--- config.mk ---
export PLATFORM = sky130hd
export DESIGN_NAME = vending_core_param
export DESIGN_NICKNAME = d
export VERILOG_FILES = /design/src/rtl/vending_core_param.sv
export SDC_FILE = /design/constraint.sdc
export NUM_CORES = 1
export LEC_CHECK = 0
export ABC_AREA = 0
export CORE_ASPECT_RATIO = 0.7
export CORE_MARGIN = 2
export CORE_UTILIZATION = 49
export CTS_BUF_LIST = sky130_fd_sc_hd__clkbuf_4 sky130_fd_sc_hd__clkbuf_8 sky130_fd_sc_hd__clkbuf_16
export DETAILED_ROUTE_END_ITERATION = 8
export PLACE_DENSITY = 0.8
export SLEW_MARGIN = 0
export SYNTH_ARGS = -nofsm -noshare
export SYNTH_HDL_FRONTEND = slang
export SYNTH_SLANG_ARGS = --single-unit
export TNS_END_PERCENT = 1
--- constraint.sdc ---
create_clock -name CLK -period 5.1 [get_ports CLK]
set_input_delay 1.02 -clock CLK [delete_from_list [all_inputs] [get_ports CLK]]
set_output_delay 1.02 -clock CLK [all_outputs]
set_load 0.02 [all_outputs]
--- src/rtl/vending_core_param.sv ---
// rtl/vending_core_param.sv - parametrised vending engine: credit, N-product select, multi-cup order, greedy change
// All money is in 50-won units; one FSM owns credit, order latching and change payout.
module vending_core_param #(
    parameter int N_PROD  = 4,
    parameter int CW      = 10,
    parameter int MAX_QTY = 5
) (
    input  logic                      CLK,
    input  logic                      RST_N,
    input  logic [3:0]                Coin,
    input  logic [N_PROD-1:0]         Sel,
    input  logic [2:0]                Qty,
    input  logic                      Confirm,
    input  logic                      Return,
    input  logic                      Done,
    input  logic                      TakeOut,
    input  logic [N_PROD*CW-1:0]      Price,
    output logic [CW-1:0]             Sum,
    output logic [$clog2(N_PROD)-1:0] Kind,
    output logic [2:0]                Cups,
    output logic                      Making,
    output logic                      Coffee,
    output logic [3:0]                Ret,
    output logic                      Reject,
    output logic                      Err,
    output logic                      Busy
);

    localparam int KW = $clog2(N_PROD);

    typedef enum logic [2:0] {
        S_IDLE,
        S_CREDIT,
        S_MAKE,
        S_SERVE,
        S_CHANGE
    } state_t;

    state_t          r_state, w_state_nxt;
    logic [CW-1:0]   r_sum, w_sum_nxt;
    logic [KW-1:0]   r_kind, w_kind_nxt;
    logic [2:0]      r_cups, w_cups_nxt;
    logic            r_valid, w_valid_nxt;
    logic [3:0]      r_ret, w_ret_nxt;
    logic            r_reject, w_reject_nxt;
    logic            r_err, w_err_nxt;

    logic [4:0]      w_coin_val;
    logic            w_coin_single;
    logic [CW:0]     w_sum_plus;
    logic            w_coin_ok;
    logic [CW-1:0]   w_coin_add;
    logic [KW-1:0]   w_sel_idx;
    logic            w_sel_ok;
    logic [CW-1:0]   w_price;
    logic [CW+2:0]   w_cost;
    logic            w_accept;
    logic [3:0]      w_chg_coin;
    logic [CW-1:0]   w_chg_val;

    always_comb begin
        case (Coin)
            4'b0001: w_coin_val = 5'd1;
            4'b0010: w_coin_val = 5'd2;
            4'b0100: w_coin_val = 5'd10;
            4'b1000: w_coin_val = 5'd20;
            default: w_coin_val = 5'd0;
        endcase
    end

    assign w_coin_single = $onehot(Coin);
    assign w_sum_plus    = {1'b0, r_sum} + (CW+1)'(w_coin_val);
    assign w_coin_ok     = w_coin_single && !w_sum_plus[CW] &&
                           (r_state == S_IDLE || r_state == S_CREDIT);
    assign w_coin_add    = w_coin_ok ? CW'(w_coin_val) : '0;

    always_comb begin
        w_sel_idx = '0;
        for (int i = 0; i < N_PROD; i++) begin
            if (Sel[i]) w_sel_idx = KW'(i);
        end
    end
    assign w_sel_ok = $onehot(Sel);

    always_comb begin
        w_price = '0;
        for (int i = 0; i < N_PROD; i++) begin
            if (r_kind == KW'(i)) w_price = Price[i*CW +: CW];
        end
    end

    // Full-width product so a large price times cups can never wrap into a false accept
    assign w_cost   = (CW+3)'(w_price) * (CW+3)'(Qty);
    assign w_accept = r_valid && (Qty != 3'd0) && (Qty <= 3'(MAX_QTY)) &&
                      ({3'b000, r_sum} >= w_cost);

    always_comb begin
        if (r_sum >= CW'(20)) begin
            w_chg_coin = 4'b1000;
            w_chg_val  = CW'(20);
        end else if (r_sum >= CW'(10)) begin
            w_chg_coin = 4'b0100;
            w_chg_val  = CW'(10);
        end else if (r_sum >= CW'(2)) begin
            w_chg_coin = 4'b0010;
            w_chg_val  = CW'(2);
        end else begin
            w_chg_coin = 4'b0001;
            w_chg_val  = CW'(1);
        end
    end

    always_comb begin
        w_state_nxt  = r_state;
        w_sum_nxt    = r_sum;
        w_kind_nxt   = r_kind;
        w_cups_nxt   = r_cups;
        w_valid_nxt  = r_valid;
        w_ret_nxt    = 4'b0000;
        w_reject_nxt = (Coin != 4'b0000) && !w_coin_ok;
        w_err_nxt    = 1'b0;
        case (r_state)
            S_IDLE: begin
                if (w_sel_ok) w_kind_nxt = w_sel_idx;
                if (w_coin_ok) begin
                    w_sum_nxt   = w_sum_plus[CW-1:0];
                    w_state_nxt = S_CREDIT;
                end
            end
            S_CREDIT: begin
                if (w_sel_ok) begin
                    w_kind_nxt  = w_sel_idx;
                    w_valid_nxt = 1'b1;
                end
                // Confirm outranks Return; a same-cycle coin lands after the deduction
                if (Confirm) begin
                    if (w_accept) begin
                        w_sum_nxt   = r_sum - w_cost[CW-1:0] + w_coin_add;
                        w_cups_nxt  = Qty;
                        w_state_nxt = S_MAKE;
                    end else begin
                        w_err_nxt = 1'b1;
                        w_sum_nxt = r_sum + w_coin_add;
                    end
                end else if (Return) begin
                    w_sum_nxt   = r_sum + w_coin_add;
                    w_state_nxt = S_CHANGE;
                end else begin
                    w_sum_nxt = r_sum + w_coin_add;
                end
            end
            S_MAKE: begin
                if (Done) w_state_nxt = S_SERVE;
            end
            S_SERVE: begin
                if (TakeOut) begin
                    w_valid_nxt = 1'b0;
                    w_state_nxt = (r_sum == '0) ? S_IDLE : S_CREDIT;
                end
            end
            S_CHANGE: begin
                if (r_sum == '0) begin
                    w_valid_nxt = 1'b0;
                    w_state_nxt = S_IDLE;
                end else begin
                    w_ret_nxt = w_chg_coin;
                    w_sum_nxt = r_sum - w_chg_val;
                    if (r_sum == w_chg_val) begin
                        w_valid_nxt = 1'b0;
                        w_state_nxt = S_IDLE;
                    end
                end
            end
            default: w_state_nxt = S_IDLE;
        endcase
    end

    always_ff @(posedge CLK or negedge RST_N) begin
        if (!RST_N) begin
            r_state  <= S_IDLE;
            r_sum    <= '0;
            r_kind   <= '0;
            r_cups   <= 3'd0;
            r_valid  <= 1'b0;
            r_ret    <= 4'b0000;
            r_reject <= 1'b0;
            r_err    <= 1'b0;
        end else begin
            r_state  <= w_state_nxt;
            r_sum    <= w_sum_nxt;
            r_kind   <= w_kind_nxt;
            r_cups   <= w_cups_nxt;
            r_valid  <= w_valid_nxt;
            r_ret    <= w_ret_nxt;
            r_reject <= w_reject_nxt;
            r_err    <= w_err_nxt;
        end
    end

    assign Sum    = r_sum;
    assign Kind   = r_kind;
    assign Cups   = r_cups;
    assign Making = (r_state == S_MAKE);
    assign Coffee = (r_state == S_SERVE);
    assign Ret    = r_ret;
    assign Reject = r_reject;
    assign Err    = r_err;
    assign Busy   = (r_state != S_IDLE);

endmodule

# Word level (Yosys, flattened, before mapping)
# Cells that the tools add are included.
[word_totals]
output_inout_bits = 24
in_bits = 57
ff_bits = 25
[op_classes]
n_mux = 40
multipliers = 1
n_eq_ne = 22
reduce_logical = 23
n_lt_le_gt_ge = 5
add_sub_neg = 11
[op_table]
columns = ["operator", "n"]
rows = [
  ["$mux W10", 8],
  ["$pmux W10 S3", 1],
  ["$mux W3", 9],
  ["$add A10 B5 Y10", 2],
  ["$pmux W5 S4", 1],
  ["$sub A10 B10 Y10", 2],
  ["$mux W4", 4],
  ["$pmux W3 S5", 1],
  ["$ge A10 B13 Y1", 1],
  ["$mul A10 B3 Y13", 1],
  ["$reduce_bool A3 Y1", 4],
  ["$add A10 B5 Y11", 1],
  ["$eq A10 B10 Y1", 1],
  ["$ge A10 B2 Y1 const B", 1],
  ["$ge A10 B4 Y1 const B", 1],
  ["$ge A10 B5 Y1 const B", 1],
  ["$logic_not A10 Y1", 1],
  ["$mux W5", 2],
  ["$ne A2 B2 Y1 const B", 5],
  ["$eq A3 B1 Y1 const B", 3],
  ["$mux W1", 9],
  ["$ne A3 B3 Y1 const B", 3],
  ["$add A1 B1 Y2", 4],
  ["$mux W2", 4],
  ["other kinds (22)", 32],
]

# Depth between registers and ports, before layout
# Gate-level depths: netlist of run 1.
[depth]
depth_word = 11
mapped_depth = 24
mapped_depth_nobuf = 24

# Worst setup path after synthesis of run 1
# Ideal clock, no wire load.
[synth_timing]
path_type = "register -> register"
from = "register r_kind[0] (netlist: Kind[0])"
to = "register r_cups[1] (netlist: Cups[1])"
stages_incl_launch_ff = 16
t_required_ps = 4975
setup_time_ps = 125
arrival_ps = 5511
synth_period_minus_slack_ps = 5636
setup_slack_ps = -536
path_buffers = 2
cell_sequence = "dfrtp_1 > buf_1 > mux4_2 > and2_1 > fa_1 > ha_1 > a21o_1 > a2111oi_0 > xnor2_1 > ha_1 > nand2_1 > or4_1 > a21oi_1 > and4_1 > buf_2 > mux2_2"
[synth_between]
elab_chain_cells = 9
elab_cells_between_ends = 12
cone_classes = "1 x mul; 1 x order compare; 3 x eq/ne; 4 x mux; 3 x reduce/logical"
[synth_lines]
columns = ["element", "line", "text"]
rows = [
  ["start: declaration", "41", "logic [KW-1:0] r_kind, w_kind_nxt;"],
  ["start signal: assignment", "191", "r_kind <= w_kind_nxt;"],
  ["$logic_not A2 Y1", "88", "if (r_kind == KW'(i)) w_price = Price[i*CW +: CW];"],
  ["$mux W10 (3 in a row)", "88", ""],
  ["$mux W10 *", "88", ""],
  ["$mul A10 B3 Y13 *", "93", "assign w_cost = (CW+3)'(w_price) * (CW+3)'(Qty);"],
  ["$ge A10 B13 Y1 *", "95", "({3'b000, r_sum} >= w_cost);"],
  ["$logic_and A1 B1 Y1 *", "94", "assign w_accept = r_valid && (Qty != 3'd0) && (Qty <= 3'(MAX_QTY)) &&"],
  ["$reduce_and A3 Y1 (no source line) *", "-", ""],
  ["end signal: assignment", "192", "r_cups <= w_cups_nxt;"],
  ["end: declaration", "42", "logic [2:0] r_cups, w_cups_nxt;"],
]
# Mark *: on every way between the ends. The rest lies on a longest branch, timed or not.
# A chain may end at the register's enable or synchronous reset.

# Worst setup path after layout of run 1
[layout_timing]
from = "input Price[32]"
to = "register r_sum[8] (netlist: Sum[8])"
[layout_between]
elab_chain_cells = 7
elab_cells_between_ends = 9
cone_classes = "2 x add/sub; 1 x mul; 1 x order compare; 4 x mux; 1 x reduce/logical"
[layout_lines]
columns = ["element", "line", "text"]
rows = [
  ["start: declaration", "17", "input logic [N_PROD*CW-1:0] Price,"],
  ["$mux W10 *", "88", ""],
  ["$mul A10 B3 Y13 *", "93", ""],
  ["$sub A10 B10 Y10 / $ge A10 B13 Y1 (equally long branches)", "138, 95", ""],
  ["$add A10 B5 Y10 / $logic_and A1 B1 Y1 (equally long branches)", "138, 94", ""],
  ["$mux W10 *", "137", "if (w_accept) begin"],
  ["$mux W10 *", "136", "if (Confirm) begin"],
  ["$pmux W10 S3 *", "122", "case (r_state)"],
  ["end signal: assignment", "190", "r_sum <= w_sum_nxt;"],
  ["end: declaration", "40", "logic [CW-1:0] r_sum, w_sum_nxt;"],
]
# Marked as above.

==> results of run 1 <==
==> what timing repair did <==
action / CTS / global route
setup endpoints to repair: 16 / 16
pin swaps: 43 / 38
gates resized for setup: 106 / 43
gates cloned: 0 / 0
setup buffers: 11 / 12
==> registers in the layout (all words and copies together), names as in the netlist <==
signal and flops:
Ret 4, Sum 10, Cups 3, r_valid 1, Err 1, Kind 2
Reject 1, r_state 3
==> through the flow <==
stage	setup slack, ps	hold slack (ps)	setup TNS, ps
global route	-295.1	528.4	-3044
finish	-99.87	509.9	-451.5
CTS	-54.23	513.3	-295.8
floorplan	-58.95	531.1	-161.7
detailed placement	-767.2	499.8	-9523
global placement	-672.7	496.2	-7581
==> final cells by class <==
cell class | instances | area, sq um
multi-input combinational | 423 | 3742
fill | 636 | 2138
timing repair buffer | 176 | 1513
sequential | 25 | 625.6
inverter | 61 | 229.0
tap | 120 | 150.1
clock buffer | 3 | 75.07
clock inverter | 1 | 5.005
==> cell usage in the layout (no fill, tap or decap), drive strengths merged, types with 9 or more instances in the layout <==
master and instances:
buf 102, inv 61, ha 54, clkdlybuf4s50 53, nand2 43, nor2 36, a21oi 33, o21ai 29
dfrtp 25, fa 21, and2 20, a31oi 14, xnor2 14, nand2b 12, nor2b 12, nand3 11
clkbuf 11, mux4 10, nor3 10, and3 9
==> cell families (layout without fill, tap and decap cells) <==
kind of cell	count (synthesis)	after routing	synth area share [%]
AO/OA/AOI/OAI	135	135	20.57
XOR/XNOR	21	21	4.301
adder cells (fa/ha/maj)	75	75	25.63
buffers and inverters	76	241	6.992
flip-flops	25	25	14.63
multiplexers	17	17	7.051
AND/OR/NAND/NOR	175	175	20.83
==> worst max-delay path: stages <==
cell	delay, ps
sky130_fd_sc_hd__buf_6	90
sky130_fd_sc_hd__mux4_2	520
sky130_fd_sc_hd__nand2_2	90
sky130_fd_sc_hd__fa_1	400
sky130_fd_sc_hd__inv_1	70
sky130_fd_sc_hd__ha_2	170
sky130_fd_sc_hd__inv_2	40
sky130_fd_sc_hd__fa_2	430
sky130_fd_sc_hd__nor2b_4	140
sky130_fd_sc_hd__buf_6	90
sky130_fd_sc_hd__o21a_1	140
sky130_fd_sc_hd__nor2_2	60
sky130_fd_sc_hd__xnor2_2	200
sky130_fd_sc_hd__inv_2	80
sky130_fd_sc_hd__ha_4	280
sky130_fd_sc_hd__nand3_2	50
sky130_fd_sc_hd__or4_4	560
sky130_fd_sc_hd__a21oi_4	180
sky130_fd_sc_hd__and4_4	250
sky130_fd_sc_hd__buf_6	130
sky130_fd_sc_hd__buf_12	100
sky130_fd_sc_hd__o21ai_2	50
sky130_fd_sc_hd__a221oi_2	230
==> cells in the mapped netlist, types with 3 or more instances <==
library cell and n:
sky130_fd_sc_hd__or3_1 6, sky130_fd_sc_hd__mux2_2 5, sky130_fd_sc_hd__dfrtp_1 25, sky130_fd_sc_hd__and3_1 9
sky130_fd_sc_hd__a221oi_1 3, sky130_fd_sc_hd__nor2b_1 12, sky130_fd_sc_hd__a211oi_1 7, sky130_fd_sc_hd__nor3_1 10
sky130_fd_sc_hd__nand3_1 11, sky130_fd_sc_hd__a21oi_1 33, sky130_fd_sc_hd__mux4_2 10, sky130_fd_sc_hd__o21bai_1 3
sky130_fd_sc_hd__xor2_1 7, sky130_fd_sc_hd__a31oi_1 14, sky130_fd_sc_hd__nand2b_1 12, sky130_fd_sc_hd__inv_1 61
sky130_fd_sc_hd__nor3b_1 3, sky130_fd_sc_hd__o32ai_1 3, sky130_fd_sc_hd__fa_1 21, sky130_fd_sc_hd__or4_1 3
sky130_fd_sc_hd__o22ai_1 6, sky130_fd_sc_hd__o21a_1 5, sky130_fd_sc_hd__o211ai_1 6, sky130_fd_sc_hd__or2_2 3
sky130_fd_sc_hd__o21ai_0 28, sky130_fd_sc_hd__ha_1 54, sky130_fd_sc_hd__clkbuf_1 10, sky130_fd_sc_hd__xnor2_1 14
sky130_fd_sc_hd__nand2_1 43, sky130_fd_sc_hd__a211o_1 3, sky130_fd_sc_hd__a21o_1 6, sky130_fd_sc_hd__and2_1 19
sky130_fd_sc_hd__nor2_1 36
==> worst max path at each step <==
stage	end	cells past startpoint	start	slack (ps)
after floorplan	Sum[8]	20	Price[32]	-60
after global placement	Sum[8]	18	Coin[0]	-670
after detailed placement	Sum[8]	22	Coin[0]	-770
after CTS	Cups[1]	18	Price[32]	-50
after global routing	Sum[6]	25	Price[22]	-300
final	Sum[8]	23	Price[32]	-100
==> metal layers <==
layer  part of all wire [%]  vias to the layer above  GRT usage (%)  wire length [um]
li1                       -                     2199              -                 -
met1                     43                     2272          42.96              6513
met2                     46                      206          49.65              6848
met3                    8.9                       29          5.766              1340
met4                    1.8                        0          5.595               274
met5                      0                        -              0                 0
==> load_flow_metrics.sql, run 1 <==
INSERT INTO impl_metrics (metric_group, metric, value, unit) VALUES
('route', 'drt-pass1-iter-count', '5', ''),
('grt', 'global_route.overflow_total', '0', ''),
('layout', 'final_cell_count_no_fill', '809', ''),
('die', 'floorplan.initialDensity', '50.44', '%'),
('cts', 'clockRootBuffer', 'sky130_fd_sc_hd__clkbuf_16', ''),
('synth', 'syn_avg_cell_area', '8.161', 'sq um'),
('die', 'die_y', '82.17', 'um'),
('setup_path', 'cp_max_fo', '6', ''),
('route', 'starting_drt_drc_count', '428', ''),
('synth', 'synth.yosys.seq_area_share', '14.63', '%'),
('layout', 'num_antenna_cells', '0', ''),
('sta', 'worst_slew_margin_relative_to_its_limit', '47.74', '%'),
('cts', 'cts.clk_slew.worst_paths', '70', 'ps'),
('worst_hold_path', 'hold_path.class', 'reg -> reg', ''),
('setup_path', 'timing.setup.critical_path_class', 'in -> reg', ''),
('synth', 'netlist_instances', '524', ''),
('grt', 'grt_util_all_layers', '30.48', '%'),
('die', 'die_area', '0.009503', 'sq mm'),
('sta', 'worst_tran_pin_value', '781.1', 'ps'),
('place', 'dpl.cell_count', '784', ''),
('route', 'routed_wl', '14.98', 'mm'),
('status', 'status', 'finished, violations left', ''),
('route', 'post-route-drc-count', '0', ''),
('worst_hold_path', 'min_to', 'Cups[1]', ''),
('cts', 'clk-insertion-delay-late', '270', 'ps'),
('setup_path', 'startpoint_type', 'input pin', ''),
('setup_path', 'r2r_setup_slack', '70', 'ps'),
('setup_path', 'worstReg2RegStart', 'Kind[0]', ''),
('synth', 'synth.cell_area', '0.004277', 'sq mm'),
('cts', 'tritoncts.num_buffers', '3', ''),
('die', 'row_cnt', '28', ''),
('layout', 'final_layout_size_suffix_gt1_share', '31.49', '%'),
('worst_hold_path', 'timing.hold.worst_path_depth', '1', ''),
('setup_path', 'setup.worst_path.end_class', 'register', ''),
('synth', 'netlist.top_cell.by_area', 'sky130_fd_sc_hd__ha_1', ''),
('synth', 'synth_enable_flop_cells', '0', ''),
('cts', 'post_cts_hold_buffer_count', '0', ''),
('layout', 'fin_area', '0.006340', 'sq mm'),
('setup_path', 'timing.rr.end', 'Sum[8]', ''),
('route', 'wire_per_inst', '18.51', 'um'),
('sta', 'post-route-period-util', '102.0', '%'),
('place', 'placement.io_buffers', '80', ''),
('synth', 'yosysUniqueCellTypes', '59', ''),
('die', 'die_w', '115.7', 'um'),
('sta', 'slew_viol_final', '0', ''),
('worst_hold_path', 'beginning_of_the_worst_hold_path', 'Cups[1]', ''),
('sta', 'final_period_minus_worst_setup_slack', '5200', 'ps'),
('place', 'place.detailed.hpwl', '11.16', 'mm'),
('synth', 'post-synth-top-area-fraction', '15.80', '%'),
('sta', 'final_critical_path_setup_slack', '-99.87', 'ps'),
('sta', 'fin_worst_skew', '9.627', 'ps'),
('cts', 'sink_count', '25', ''),
('route', 'dr_total_vias', '4706', ''),
('layout', 'area_growth', '48.24', '%'),
('grt', 'grt_pass1_wl', '22.62', 'mm'),
('synth', 'ys_top_cells_by_area', 'sky130_fd_sc_hd__ha_1, sky130_fd_sc_hd__dfrtp_1, sky130_fd_sc_hd__fa_1', ''),
('synth', 'dominantRegCellSynth', 'sky130_fd_sc_hd__dfrtp_1', ''),
('setup_path', 'critical_path_arrival', '5380', 'ps'),
('setup_path', 'worstPathRequired', '5280', 'ps'),
('die', 'ioPinCount', '81', ''),
('setup_path', 'worstRegToRegCells', '22', ''),
('cts', 'h-tree-depth', '1', ''),
('flow_run', 'max-cap-violations', '0', ''),
('route', 'vias_per_cell', '5.817', ''),
('place', 'place.gp.congestion', '0.9706', ''),
('place', 'post_dp_cell_area', '0.005782', 'sq mm'),
('synth', 'synth-warning-count', '0', ''),
('grt', 'grt_max_degree', '26', ''),
('cts', 'cts_tree', 'done', ''),
('layout', 'finalNetCount', '822', ''),
('sta', 'clock.fmax', '192.3', 'MHz'),
('grt', 'antenna_found_initial', '0', ''),
('route', 'route.antenna.remaining_nets', '0', ''),
('sta', 'final_hold_viol_count', '0', ''),
('sta', 'setup_viol', '8', ''),
('layout', 'utilization', '74.78', '%'),
('die', 'core_outline_area', '0.008478', 'sq mm'),
('grt', 'first_global_vias', '4546', ''),
('synth', 'synth_fp_nets', '656', ''),
('cts', 'clockBufferDepth', '2', ''),
('synth', 'async_flop_share', '100.0', '%'),
('synth', 'yosys_register_bits', '25', ''),
('status', 'violations_in_the_final_reports', 'negative setup slack', ''),
('sta', 'grt_setup_unrepaired', 'yes', '');
Power of run 1 is left out: the tool's default activity adds up to more than one toggle a clock period on the data nets, which glitch-free logic cannot reach.
==> inputs of run 2 (changes only) <==
--- a/config.mk
+++ b/config.mk
@@ -11,6 +11,7 @@
 export CORE_UTILIZATION = 49
 export CTS_BUF_LIST = sky130_fd_sc_hd__clkbuf_4 sky130_fd_sc_hd__clkbuf_8 sky130_fd_sc_hd__clkbuf_16
 export DETAILED_ROUTE_END_ITERATION = 8
+export GPL_ROUTABILITY_DRIVEN = 0
 export PLACE_DENSITY = 0.8
 export SLEW_MARGIN = 0
 export SYNTH_ARGS = -nofsm -noshare
==> run 2 against run 1 <==
Against the previous run: the run still ends with negative setup slack left; highest routed layer unchanged; non-clock buffer count down 2; sequential share of layout area down 0.19 points; wire length increased by 3.0%; register-to-register slack worse by 30 ps.
==> load_flow_metrics.sql, run 2 (synthesized netlist as in run 1, its figures left out) <==
INSERT INTO impl_metrics (metric_group, metric, value, unit) VALUES
('sta', 'grt_setup_unrepaired', 'yes', ''),
('grt', 'grt_max_degree', '26', ''),
('grt', 'grt_pass1_wl', '22.31', 'mm'),
('sta', 'fin_worst_skew', '6.888', 'ps'),
('sta', 'final_critical_path_setup_slack', '-84.34', 'ps'),
('sta', 'clock.fmax', '192.9', 'MHz'),
('flow_run', 'max-cap-violations', '0', ''),
('die', 'ioPinCount', '81', ''),
('die', 'die_w', '115.7', 'um'),
('sta', 'worst_slew_margin_relative_to_its_limit', '50.19', '%'),
('sta', 'worst_tran_pin_value', '745.6', 'ps'),
('status', 'violations_in_the_final_reports', 'negative setup slack', ''),
('worst_hold_path', 'hold_path.class', 'reg -> reg', ''),
('place', 'dpl.cell_count', '785', ''),
('sta', 'post-route-period-util', '101.7', '%'),
('cts', 'tritoncts.num_buffers', '3', ''),
('layout', 'largest_register_ff_count', '10', ''),
('cts', 'clockBufferDepth', '2', ''),
('layout', 'final_common_cell', 'sky130_fd_sc_hd__buf_4', ''),
('sta', 'finalSetupTns', '-441.5', 'ps'),
('place', 'post_dp_cell_area', '0.005789', 'sq mm'),
('route', 'dr_total_vias', '4866', ''),
('cts', 'h-tree-depth', '1', ''),
('layout', 'final_layout_size_suffix_gt1_share', '32.31', '%'),
('layout', 'n_fill_cell', '569', ''),
('route', 'wire_per_inst', '19.11', 'um'),
('layout', 'area_growth', '51.20', '%'),
('layout', 'mostFrequentLayoutCells', 'sky130_fd_sc_hd__buf_4, sky130_fd_sc_hd__inv_1, sky130_fd_sc_hd__clkdlybuf4s50_1', ''),
('die', 'die_area', '0.009503', 'sq mm'),
('setup_path', 'startpoint_type', 'input pin', ''),
('cts', 'clockRootBuffer', 'sky130_fd_sc_hd__clkbuf_16', ''),
('setup_path', 'worstPathRequired', '5290', 'ps'),
('die', 'floorplan.initialDensity', '50.44', '%'),
('route', 'post-route-drc-count', '0', ''),
('route', 'route.antenna.remaining_nets', '0', ''),
('setup_path', 'critical_path_arrival', '5370', 'ps'),
('die', 'row_cnt', '28', ''),
('route', 'routed_wl', '15.43', 'mm'),
('layout', 'seqCellArea', '625.6', 'sq um'),
('cts', 'post_cts_hold_buffer_count', '0', ''),
('route', 'vias_per_cell', '6.030', ''),
('setup_path', 'cp_max_fo', '7', ''),
('grt', 'grt_util_all_layers', '29.97', '%'),
('grt', 'antenna_found_initial', '0', ''),
('cts', 'cts_tree', 'done', ''),
('cts', 'cts.clk_slew.worst_paths', '70', 'ps'),
('setup_path', 'setup.worst_path.end_class', 'register', ''),
('sta', 'final_hold_viol_count', '0', ''),
('sta', 'slew_viol_final', '0', ''),
('status', 'status', 'finished, violations left', ''),
('place', 'placement.io_buffers', '80', ''),
('layout', 'num_antenna_cells', '0', ''),
('cts', 'sink_count', '25', ''),
('layout', 'multiInputGateArea', '0.003867', 'sq mm'),
('route', 'starting_drt_drc_count', '579', ''),
('sta', 'final_period_minus_worst_setup_slack', '5184', 'ps'),
('die', 'die_y', '82.17', 'um'),
('layout', 'fin_area', '0.006466', 'sq mm'),
('grt', 'global_route.overflow_total', '0', ''),
('route', 'drt-pass1-iter-count', '6', ''),
('setup_path', 'timing.setup.critical_path_class', 'in -> reg', ''),
('grt', 'first_global_vias', '4611', ''),
('sta', 'setup_viol', '9', ''),
('layout', 'final_cell_count_no_fill', '807', ''),
('place', 'place.detailed.hpwl', '11.09', 'mm'),
('die', 'core_outline_area', '0.008478', 'sq mm'),
('cts', 'clk-insertion-delay-late', '270', 'ps'),
('layout', 'finalNetCount', '820', '');
## run 2: changes by cell type in the layout (fill, tap and decap cells not counted), sizes merged
cell,change
clkinv,-1
clkbuf,-6
clkdlybuf4s15,+1
clkdlybuf4s50,-8
buf,+4
dlymetal6s2s,+7
clkinvlp,+1
## run 2: area by class of cell
| type | count | share of cell area (%) |
|---|---|---|
| clock buffer | 3 | 1.161 |
| multi-input combinational | 423 | 59.81 |
| tap | 120 | 2.322 |
| clock inverter | 1 | 0.1161 |
| inverter | 61 | 3.541 |
| timing repair buffer | 174 | 23.37 |
| sequential | 25 | 9.675 |
## run 2: path summary, 6_finish.rpt
| kind | start | end | slack [ps] | cells past startpoint |
|---|---|---|---|---|
| setup / recovery | Price[31] | Sum[7] | -80 | 24 |
| hold / removal | Cups[0] | Cups[0] | 530 | 1 |
| setup reg to reg | Kind[0] | Sum[7] | 40 | 23 |
| hold reg to reg | Cups[0] | Cups[0] | 530 | 1 |
| max in group asynchronous | RST_N | Sum[7] | 3710 | 2 |
| min in group asynchronous | RST_N | Ret[0] | 1120 | 2 |
## run 2: what timing repair did
item | in CTS | in global routing
setup buffers | 9 | 10
pin swaps | 41 | 47
endpoints found under the setup margin | 16 | 16
gates resized for setup | 104 | 67
## run 2: metal layers
layer	up-vias	share of wire (%)	global-route usage, %
met5	-	0	0
met4	0	2.8	6.905
met3	66	11	5.401
met2	300	46	48.42
met1	2308	41	42.20
li1	2192	-	-
## run 2: metrics by stage
step                utilization (%)  hold slack, ps  worst slack, ps
finish                        76.27           530.3           -84.34
global route                  76.27           545.3           -236.7
CTS                           72.02           524.9           -1.176
detailed placement            68.29           506.9           -756.6
global placement              68.29           494.3           -693.4
floorplan                         -           531.1           -58.95
## run 2: worst max-delay path, cell delays in order
cell,delay [ps]
sky130_fd_sc_hd__buf_6,90
sky130_fd_sc_hd__mux4_2,510
sky130_fd_sc_hd__buf_6,150
sky130_fd_sc_hd__nand2_4,50
sky130_fd_sc_hd__fa_1,390
sky130_fd_sc_hd__inv_1,70
sky130_fd_sc_hd__ha_2,180
sky130_fd_sc_hd__inv_2,40
sky130_fd_sc_hd__fa_2,370
sky130_fd_sc_hd__nor2b_4,140
sky130_fd_sc_hd__buf_4,110
sky130_fd_sc_hd__o21a_1,160
sky130_fd_sc_hd__nor2_2,60
sky130_fd_sc_hd__xnor2_2,160
sky130_fd_sc_hd__inv_2,70
sky130_fd_sc_hd__ha_4,270
sky130_fd_sc_hd__nand3_2,50
sky130_fd_sc_hd__or4_4,550
sky130_fd_sc_hd__a21oi_4,190
sky130_fd_sc_hd__and4_4,260
sky130_fd_sc_hd__buf_6,140
sky130_fd_sc_hd__buf_4,110
sky130_fd_sc_hd__a21oi_1,80
sky130_fd_sc_hd__a21oi_2,180
Power of run 2 is left out for the same reason.
